## src/rtl/alu_pkg.sv

```systemverilog
// alu_pkg: constants and types shared by the ALU request arbiter and its
// bench.
//   DATA_WIDTH     - ALU operand/result width
//   OP_ADD, OP_SUB - single-bit opcode encodings understood by simple_alu
//   arb_state_e    - arbiter FSM state encoding
package alu_pkg;

  localparam int DATA_WIDTH = 8;

  localparam logic OP_ADD = 1'b0;
  localparam logic OP_SUB = 1'b1;

  typedef enum logic [2:0] {
    ST_IDLE,
    ST_SEND_A,
    ST_SEND_B,
    ST_WAIT_DONE,
    ST_RESP
  } arb_state_e;

endpackage

```

## src/rtl/alu_req_arbiter_if.sv

```systemverilog
// alu_req_arbiter_if: serial operand bus between the arbiter and simple_alu.
//   opcode_valid - high for the first (operand A) beat of a transaction
//   opcode       - 0 = add, 1 = subtract; meaningful with opcode_valid
//   data         - operand A on the opcode_valid beat, operand B on the next
//   done         - one-cycle completion pulse from the ALU
//   result       - ALU result, valid with done
//   overflow     - ALU overflow flag, valid with done
// Modports: master = arbiter side, slave = ALU side.
interface alu_req_arbiter_if #(
  parameter int DATA_WIDTH = alu_pkg::DATA_WIDTH
);

  logic                  opcode_valid;
  logic                  opcode;
  logic [DATA_WIDTH-1:0] data;
  logic                  done;
  logic [DATA_WIDTH-1:0] result;
  logic                  overflow;

  modport master (
    output opcode_valid, opcode, data,
    input  done, result, overflow
  );

  modport slave (
    input  opcode_valid, opcode, data,
    output done, result, overflow
  );

endinterface

```

## src/rtl/rr_picker.sv

```systemverilog
// rr_picker: combinational round-robin selection.
//   req       - request vector
//   rr_ptr    - index with highest priority this round
//   grant     - one-hot grant of the first set req bit at or above rr_ptr,
//               wrapping modulo NUM_REQ; all zero when req is empty
//   grant_idx - binary index of the granted bit (0 when req is empty)
module rr_picker #(
  parameter int NUM_REQ = 4,
  parameter int PTR_W   = $clog2(NUM_REQ)
) (
  input  logic [NUM_REQ-1:0] req,
  input  logic [PTR_W-1:0]   rr_ptr,
  output logic [NUM_REQ-1:0] grant,
  output logic [PTR_W-1:0]   grant_idx
);

  localparam int CW = PTR_W + 1;

  logic [CW-1:0] cand;
  logic          found;

  // Walk candidates rr_ptr, rr_ptr+1, ... with an explicit wrap so that
  // NUM_REQ need not be a power of two; the first pending one wins.
  always_comb begin
    grant     = '0;
    grant_idx = '0;
    found     = 1'b0;
    cand      = '0;
    for (int i = 0; i < NUM_REQ; i++) begin
      cand = {1'b0, rr_ptr} + CW'(i);
      if (cand >= CW'(NUM_REQ)) begin
        cand = cand - CW'(NUM_REQ);
      end
      if (!found && req[cand[PTR_W-1:0]]) begin
        found                   = 1'b1;
        grant[cand[PTR_W-1:0]]  = 1'b1;
        grant_idx               = cand[PTR_W-1:0];
      end
    end
  end

endmodule

```

## src/rtl/alu_req_arbiter.sv

```systemverilog
// alu_req_arbiter: shares one simple_alu among NUM_REQ requesters.
// Grants round-robin, sends A then B over the serial ALU bus, waits for done
// (or gives up after TIMEOUT cycles) and pulses the result back to the
// granted requester.
//   clk, reset_n  - clock; asynchronous active-low reset
//   req           - per-requester request level, held until its rsp_valid
//   req_opcode    - per-requester opcode bit
//   req_a, req_b  - packed operands, slice i belongs to requester i
//   rsp_valid     - one-hot, one-cycle completion pulse
//   rsp_result    - result, zero unless rsp_valid
//   rsp_overflow  - ALU overflow, zero unless rsp_valid
//   rsp_timeout   - transaction aborted, zero unless rsp_valid
//   alu           - master side of the ALU operand bus
module alu_req_arbiter #(
  parameter int NUM_REQ    = 4,
  parameter int DATA_WIDTH = alu_pkg::DATA_WIDTH,
  parameter int TIMEOUT    = 64
) (
  input  logic                          clk,
  input  logic                          reset_n,
  input  logic [NUM_REQ-1:0]            req,
  input  logic [NUM_REQ-1:0]            req_opcode,
  input  logic [NUM_REQ*DATA_WIDTH-1:0] req_a,
  input  logic [NUM_REQ*DATA_WIDTH-1:0] req_b,
  output logic [NUM_REQ-1:0]            rsp_valid,
  output logic [DATA_WIDTH-1:0]         rsp_result,
  output logic                          rsp_overflow,
  output logic                          rsp_timeout,
  alu_req_arbiter_if.master             alu
);

  import alu_pkg::*;

  localparam int PTR_W = $clog2(NUM_REQ);
  localparam int CNT_W = $clog2(TIMEOUT);

  arb_state_e state_q, state_d;

  logic [PTR_W-1:0]      rr_ptr_q, rr_ptr_d;
  logic [NUM_REQ-1:0]    grant_q, grant_d;
  logic [PTR_W-1:0]      grant_idx_q, grant_idx_d;
  logic [DATA_WIDTH-1:0] b_q, b_d;
  logic [CNT_W-1:0]      cnt_q, cnt_d;

  logic                  opv_q, opv_d;
  logic                  opc_q, opc_d;
  logic [DATA_WIDTH-1:0] data_q, data_d;

  logic [NUM_REQ-1:0]    rsp_valid_d;
  logic [DATA_WIDTH-1:0] rsp_result_d;
  logic                  rsp_overflow_d;
  logic                  rsp_timeout_d;

  logic [NUM_REQ-1:0]    pick_grant;
  logic [PTR_W-1:0]      pick_idx;

  rr_picker #(
    .NUM_REQ (NUM_REQ),
    .PTR_W   (PTR_W)
  ) u_rr_picker (
    .req       (req),
    .rr_ptr    (rr_ptr_q),
    .grant     (pick_grant),
    .grant_idx (pick_idx)
  );

  assign alu.opcode_valid = opv_q;
  assign alu.opcode       = opc_q;
  assign alu.data         = data_q;

  // Every output is a register, so each state computes the values the
  // outputs must carry in the *next* state. Operand A is therefore loaded
  // straight into the data register at grant time, and only B needs a
  // holding register.
  always_comb begin
    state_d        = state_q;
    rr_ptr_d       = rr_ptr_q;
    grant_d        = grant_q;
    grant_idx_d    = grant_idx_q;
    b_d            = b_q;
    cnt_d          = cnt_q;
    opv_d          = 1'b0;
    opc_d          = OP_ADD;
    data_d         = '0;
    rsp_valid_d    = '0;
    rsp_result_d   = '0;
    rsp_overflow_d = 1'b0;
    rsp_timeout_d  = 1'b0;

    case (state_q)
      ST_IDLE: begin
        if (|req) begin
          state_d     = ST_SEND_A;
          grant_d     = pick_grant;
          grant_idx_d = pick_idx;
          b_d         = req_b[int'(pick_idx)*DATA_WIDTH +: DATA_WIDTH];
          opv_d       = 1'b1;
          opc_d       = req_opcode[pick_idx];
          data_d      = req_a[int'(pick_idx)*DATA_WIDTH +: DATA_WIDTH];
        end
      end
      ST_SEND_A: begin
        state_d = ST_SEND_B;
        data_d  = b_q;
      end
      ST_SEND_B: begin
        state_d = ST_WAIT_DONE;
        cnt_d   = '0;
      end
      ST_WAIT_DONE: begin
        cnt_d = cnt_q + 1'b1;
        // done wins over an expiring counter in the same cycle
        if (alu.done) begin
          state_d        = ST_RESP;
          rsp_valid_d    = grant_q;
          rsp_result_d   = alu.result;
          rsp_overflow_d = alu.overflow;
        end else if (cnt_q == CNT_W'(TIMEOUT - 1)) begin
          state_d       = ST_RESP;
          rsp_valid_d   = grant_q;
          rsp_timeout_d = 1'b1;
        end
      end
      ST_RESP: begin
        state_d  = ST_IDLE;
        rr_ptr_d = (grant_idx_q == PTR_W'(NUM_REQ - 1)) ? '0 : grant_idx_q + 1'b1;
      end
      default: begin
        state_d = ST_IDLE;
      end
    endcase
  end

  always_ff @(posedge clk or negedge reset_n) begin
    if (!reset_n) begin
      state_q      <= ST_IDLE;
      rr_ptr_q     <= '0;
      grant_q      <= '0;
      grant_idx_q  <= '0;
      b_q          <= '0;
      cnt_q        <= '0;
      opv_q        <= 1'b0;
      opc_q        <= 1'b0;
      data_q       <= '0;
      rsp_valid    <= '0;
      rsp_result   <= '0;
      rsp_overflow <= 1'b0;
      rsp_timeout  <= 1'b0;
    end else begin
      state_q      <= state_d;
      rr_ptr_q     <= rr_ptr_d;
      grant_q      <= grant_d;
      grant_idx_q  <= grant_idx_d;
      b_q          <= b_d;
      cnt_q        <= cnt_d;
      opv_q        <= opv_d;
      opc_q        <= opc_d;
      data_q       <= data_d;
      rsp_valid    <= rsp_valid_d;
      rsp_result   <= rsp_result_d;
      rsp_overflow <= rsp_overflow_d;
      rsp_timeout  <= rsp_timeout_d;
    end
  end

endmodule

```

## src/flat_wrapper.sv

```systemverilog
// flat-port wrapper written by rule: the top's interface ports become plain ports
module alu_req_arbiter_flat import alu_pkg::*;
#(
  parameter int NUM_REQ    = 4,
  parameter int DATA_WIDTH = alu_pkg::DATA_WIDTH,
  parameter int TIMEOUT    = 64
)
  (clk, reset_n, req, req_opcode, req_a, req_b, rsp_valid, rsp_result, rsp_overflow, rsp_timeout, alu_opcode_valid, alu_opcode, alu_data, alu_done, alu_result, alu_overflow);
  alu_req_arbiter_if #(.DATA_WIDTH(DATA_WIDTH)) alu_i ();
  input  logic clk;
  input  logic reset_n;
  input  logic [NUM_REQ-1:0] req;
  input  logic [NUM_REQ-1:0] req_opcode;
  input  logic [NUM_REQ*DATA_WIDTH-1:0] req_a;
  input  logic [NUM_REQ*DATA_WIDTH-1:0] req_b;
  output logic [NUM_REQ-1:0] rsp_valid;
  output logic [DATA_WIDTH-1:0] rsp_result;
  output logic rsp_overflow;
  output logic rsp_timeout;
  output wire logic [$bits(alu_i.opcode_valid)-1:0] alu_opcode_valid;
  output wire logic [$bits(alu_i.opcode)-1:0] alu_opcode;
  output wire logic [$bits(alu_i.data)-1:0] alu_data;
  input wire logic [$bits(alu_i.done)-1:0] alu_done;
  input wire logic [$bits(alu_i.result)-1:0] alu_result;
  input wire logic [$bits(alu_i.overflow)-1:0] alu_overflow;
  assign alu_opcode_valid = alu_i.opcode_valid;
  assign alu_opcode = alu_i.opcode;
  assign alu_data = alu_i.data;
  assign alu_i.done = alu_done;
  assign alu_i.result = alu_result;
  assign alu_i.overflow = alu_overflow;
  alu_req_arbiter #(.NUM_REQ(NUM_REQ), .DATA_WIDTH(DATA_WIDTH), .TIMEOUT(TIMEOUT)) u_core (.clk(clk), .reset_n(reset_n), .req(req), .req_opcode(req_opcode), .req_a(req_a), .req_b(req_b), .rsp_valid(rsp_valid), .rsp_result(rsp_result), .rsp_overflow(rsp_overflow), .rsp_timeout(rsp_timeout), .alu(alu_i));
endmodule
```

## config.mk

```make
export PLATFORM = sky130hd
export DESIGN_NAME = alu_req_arbiter_flat
export DESIGN_NICKNAME = d
export VERILOG_FILES = /design/src/rtl/alu_pkg.sv /design/src/rtl/alu_req_arbiter_if.sv /design/src/rtl/rr_picker.sv /design/src/rtl/alu_req_arbiter.sv /design/src/flat_wrapper.sv
export SDC_FILE = /design/constraint.sdc
export NUM_CORES = 1
export LEC_CHECK = 0
export ABC_CLOCK_PERIOD_IN_PS = 2900
export BUFFER_PORTS_ARGS = -buffer_cell sky130_fd_sc_hd__buf_4
export CAP_MARGIN = 10
export CORE_AREA = 2 2 96 98
export CTS_CLUSTER_SIZE = 40
export DETAILED_ROUTE_END_ITERATION = 10
export DIE_AREA = 0 0 98 100
export PLACE_DENSITY_LB_ADDON = 0.3
export SYNTH_ARGS = -nofsm -noshare
export SYNTH_HDL_FRONTEND = slang
export SYNTH_SLANG_ARGS = --single-unit
```

## constraint.sdc

```tcl
create_clock -name clk -period 2.9 [get_ports clk]
set_input_delay 0.58 -clock clk [delete_from_list [all_inputs] [get_ports clk]]
set_output_delay 0.58 -clock clk [all_outputs]
set_load 0.02 [all_outputs]
```

==> impl_metrics.env <==
export IMPL_post_cts_hold_buffer_count=0
export IMPL_async_set_reset_flop_share_out_of_synthesis_pct=100
export IMPL_final_antenna_net_count=0
export IMPL_hpwlAfterDp_microns=5960
export IMPL_fp_dieH_microns=100
export IMPL_initial_antenna_violation_count=0
export IMPL_syn_mean_instance_area_sq_um=9.98
export IMPL_maxSlewViolCount=0
export IMPL_placed_area_sq_um=3860
export IMPL_post_route_cell_area_sq_um=3960
export IMPL_total_power_mw=3.69
export IMPL_final_setup_skew_ns=0.00975
export IMPL_grt_busiest_layer="met2"
export IMPL_worst_pin_slew_ns=0.645
export IMPL_detailedPlace_worstSlack_ns=0.253
export IMPL_rsz0062_at_grt="false"
export IMPL_layout_area_seq_sq_um=1230
export IMPL_power_density_nw_per_um2=932
export IMPL_number_of_synthesized_register_bits=49
export IMPL_netlist_cell_type_count=48
export IMPL_multiInputGateArea_sq_um=1590
export IMPL_muxShareOfSynthArea_pct=14.8
export IMPL_total_neg_setup_slack_ns=0
export IMPL_routed_via_density=5.17
export IMPL_grt_use_met3_pct=2.86
export IMPL_worstRegToRegCells=8
export IMPL_floorplan_rows=35
export IMPL_dieArea_sq_um=9800
export IMPL_most_used_flip_flop_cell_after_synthesis="dfrtp_1"
export IMPL_finish_net_count=497
export IMPL_pin_count_of_the_biggest_net_entering_global_routing=50
export IMPL_postRouteWirelength_microns=7820
export IMPL_core_area_sq_um=8890
export IMPL_postLayoutSetupSlackWorst_ns=0.279
export IMPL_synth_top_area_cell="dfrtp_1"
export IMPL_cts_resized=0
export IMPL_finalNonFillerCells=515
export IMPL_clkLatencyLatePin_ns=0.31
export IMPL_detailedRoute_firstPassIterationCount=4
export IMPL_post_cts_setup_buffer_count=0
export IMPL_post_drt_wl_per_cell_microns=15.2
export IMPL_n_fill_cell=880
export IMPL_setup_violations_final=0
export IMPL_synth_top_area_share_pct=41.8
export IMPL_gp_routability_congestion=0.833
export IMPL_buffer_ports_inserted=107
export IMPL_synth_xor_xnor_area_share_pct=0
export IMPL_met2_usage_pct=25.4
export IMPL_min_period_over_period_pct=90.4
export IMPL_cp_data_required_time_ns=3.10
export IMPL_critPathCaptureType="flop"
export IMPL_drt_first_iter_violations=110
export IMPL_max_cap_violations=0
export IMPL_initial_core_util_pct=33.0
export IMPL_grt_pass1_wl_microns=12900
export IMPL_run_status="complete, no violations"
export IMPL_fraction_of_layout_instances_using_a_drive_strength_above_1_pct=35.1
export IMPL_antenna_fix_cells=0
export IMPL_synthToLayoutAreaGrowth_pct=34.9
export IMPL_critPathLaunchType="flop"
export IMPL_first_global_vias=2591
export IMPL_regToRegSetupSlack_ns=0.28
export IMPL_path_max_fanout=8
export IMPL_chipWidth_microns=98
export IMPL_yosys_warnings=0
export IMPL_post_synth_fa_ha_maj_area_fraction_pct=4.27
export IMPL_synth_compound_gate_area_share_pct=18.4
export IMPL_post_route_drc_violation_count=0
export IMPL_remaining_overflow_grt=0
export IMPL_critical_path_class="reg -> reg"
export IMPL_netlist_top_cells_area="dfrtp_1, mux2i_1, nand2_1"
export IMPL_mappedNetlistArea_sq_um=2930
export IMPL_grt_usage_pct=16.0
export IMPL_cp_slowest_stage_delay_ns=0.45
export IMPL_clock_transition_time_at_the_flip_flop_clock_pins_of_the_worst_setup_and_hold_paths_ns=0.10
export IMPL_placed_cells_incl_taps=507
export IMPL_synthCells=294
export IMPL_synth_enable_flop_cells=0
export IMPL_clock_sinks=49
export IMPL_vias=2664
export IMPL_cp_slowest_cell="dfrtp_1"
export IMPL_dominant_combinational_cell_family_by_area_after_synthesis="compound AO/OA/AOI/OAI gates"
export IMPL_peakVddDrop_uv=538
export IMPL_cts_tree="built"
export IMPL_synthesis_nets=388
export IMPL_cts_made_buffers=5
export IMPL_maxSlewHeadroom_pct=57.0
export IMPL_layout_min_cycle_time_ns=2.62
export IMPL_ctsHtreeMaxLevel=2
export IMPL_timing_final_hold_violations=0
export IMPL_yosysSeqAreaShare_pct=41.8
export IMPL_met1_use_gr_pct=22.7
export IMPL_cts_path_max_buffers=2
export IMPL_cts_root_buffer="clkbuf_8"
export IMPL_critPathArrivalTime_ns=2.82
export IMPL_io_pins=108
export IMPL_crit_chain="clkinv_1, ha_1, mux4_2, nor2b_4, or2_1, mux2i_1, a21oi_1, a221o_1"
export IMPL_fmax_ghz=0.382
export IMPL_synth_simple_area_share_pct=16.7
export IMPL_worst_hold_path_type="in -> async"
export IMPL_cellLeakagePower_nw=1.91
-- where the power goes --
part           switching [mW]  internal (mW)
registers               0.154          0.901
clock network           0.246          0.175
logic                    1.23          0.979
-- metrics by stage --
stage / utilization (%) / hold slack, ns
2_1_floorplan: - / 0.284
3_3_place_gp: 43.4 / 0.456
3_5_place_dp: 43.4 / 0.467
4_1_cts: 44.5 / 0.306
5_1_grt: 44.5 / 0.322
6_report: 44.5 / 0.280
-- critical path, delay by kind of cell (launching register included) --
kind | cells | cell delay [ns]
muxes | 2 | 0.64
DFF | 1 | 0.45
AOI/OAI and AO/OA | 2 | 0.39
adders and majority gates | 1 | 0.33
buffers and inverters | 1 | 0.11
and+or+nand+nor | 2 | 0.59
-- cells in the final DEF (no fill, tap or decap), drive strengths merged, types with 7 or more instances in the layout --
| master | Yosys | final |
|---|---|---|
| mux2i | 30 | 30 |
| nor2 | 23 | 23 |
| nand2 | 35 | 35 |
| buf | 8 | 118 |
| nand3 | 7 | 7 |
| o21ai | 15 | 15 |
| nor3 | 9 | 9 |
| dfrtp | 49 | 49 |
| o221ai | 9 | 9 |
| a21oi | 7 | 7 |
| and2 | 13 | 13 |
| ha | 10 | 10 |
-- Yosys cell counts (7+ instances only) --
| cell | number |
|---|---|
| a21oi_1 | 7 |
| and2_1 | 13 |
| clkbuf_1 | 8 |
| dfrtp_1 | 49 |
| ha_1 | 10 |
| mux2i_1 | 30 |
| nand2_1 | 34 |
| nand3_1 | 7 |
| nor2_1 | 23 |
| nor3_1 | 9 |
| o21ai_0 | 14 |
| o221ai_1 | 9 |
-- sequential cells by signal (all words and copies together) (netlist names), 2 cells and up --
name	cells
u_core.grant_q	4
u_core.grant_idx_q	2
u_core.rr_ptr_q	2
u_core.rsp_valid	4
u_core.state_q	3
u_core.alu.data	8
u_core.rsp_result	8
u_core.b_q	8
u_core.cnt_q	6
-- path summary, 6_finish.rpt --
check / start / to
max: u_core.rr_ptr_q[0]$_DFFE_PN0N_ / u_core.alu.data[5]$_DFF_PN0_
min: reset_n / u_core.rsp_valid[3]$_DFF_PN0_
max reg2reg: u_core.rr_ptr_q[0]$_DFFE_PN0N_ / u_core.alu.data[5]$_DFF_PN0_
min reg2reg: u_core.grant_q[2]$_DFFE_PN0P_ / u_core.grant_q[2]$_DFFE_PN0P_
max in group asynchronous: reset_n / u_core.rr_ptr_q[0]$_DFFE_PN0N_
min in group clk: alu_done / u_core.rsp_timeout$_DFF_PN0_
-- kinds of logic after synthesis --
family	after synthesis
mux	39
simple gates	100
fa+ha+maj	10
buf+inv	21
flops	49
compound gates	75
-- per-layer routing --
metal	up-vias	share of wire [%]
met5	-	0
met4	0	1.0
met3	7	4.3
met2	70	49
met1	1293	45
li1	1294	-
-- final cells by class --
| cell class | count | share of cell area (%) |
|---|---|---|
| well taps | 111 | 3.51 |
| flip-flops and latches | 49 | 31.0 |
| multi-input cells | 224 | 40.2 |
| repair buffers | 118 | 22.4 |
| clock buffers | 5 | 1.74 |
| inverters | 5 | 0.475 |
| clock inverters | 3 | 0.633 |
Power figures use the tool's default switching activity.
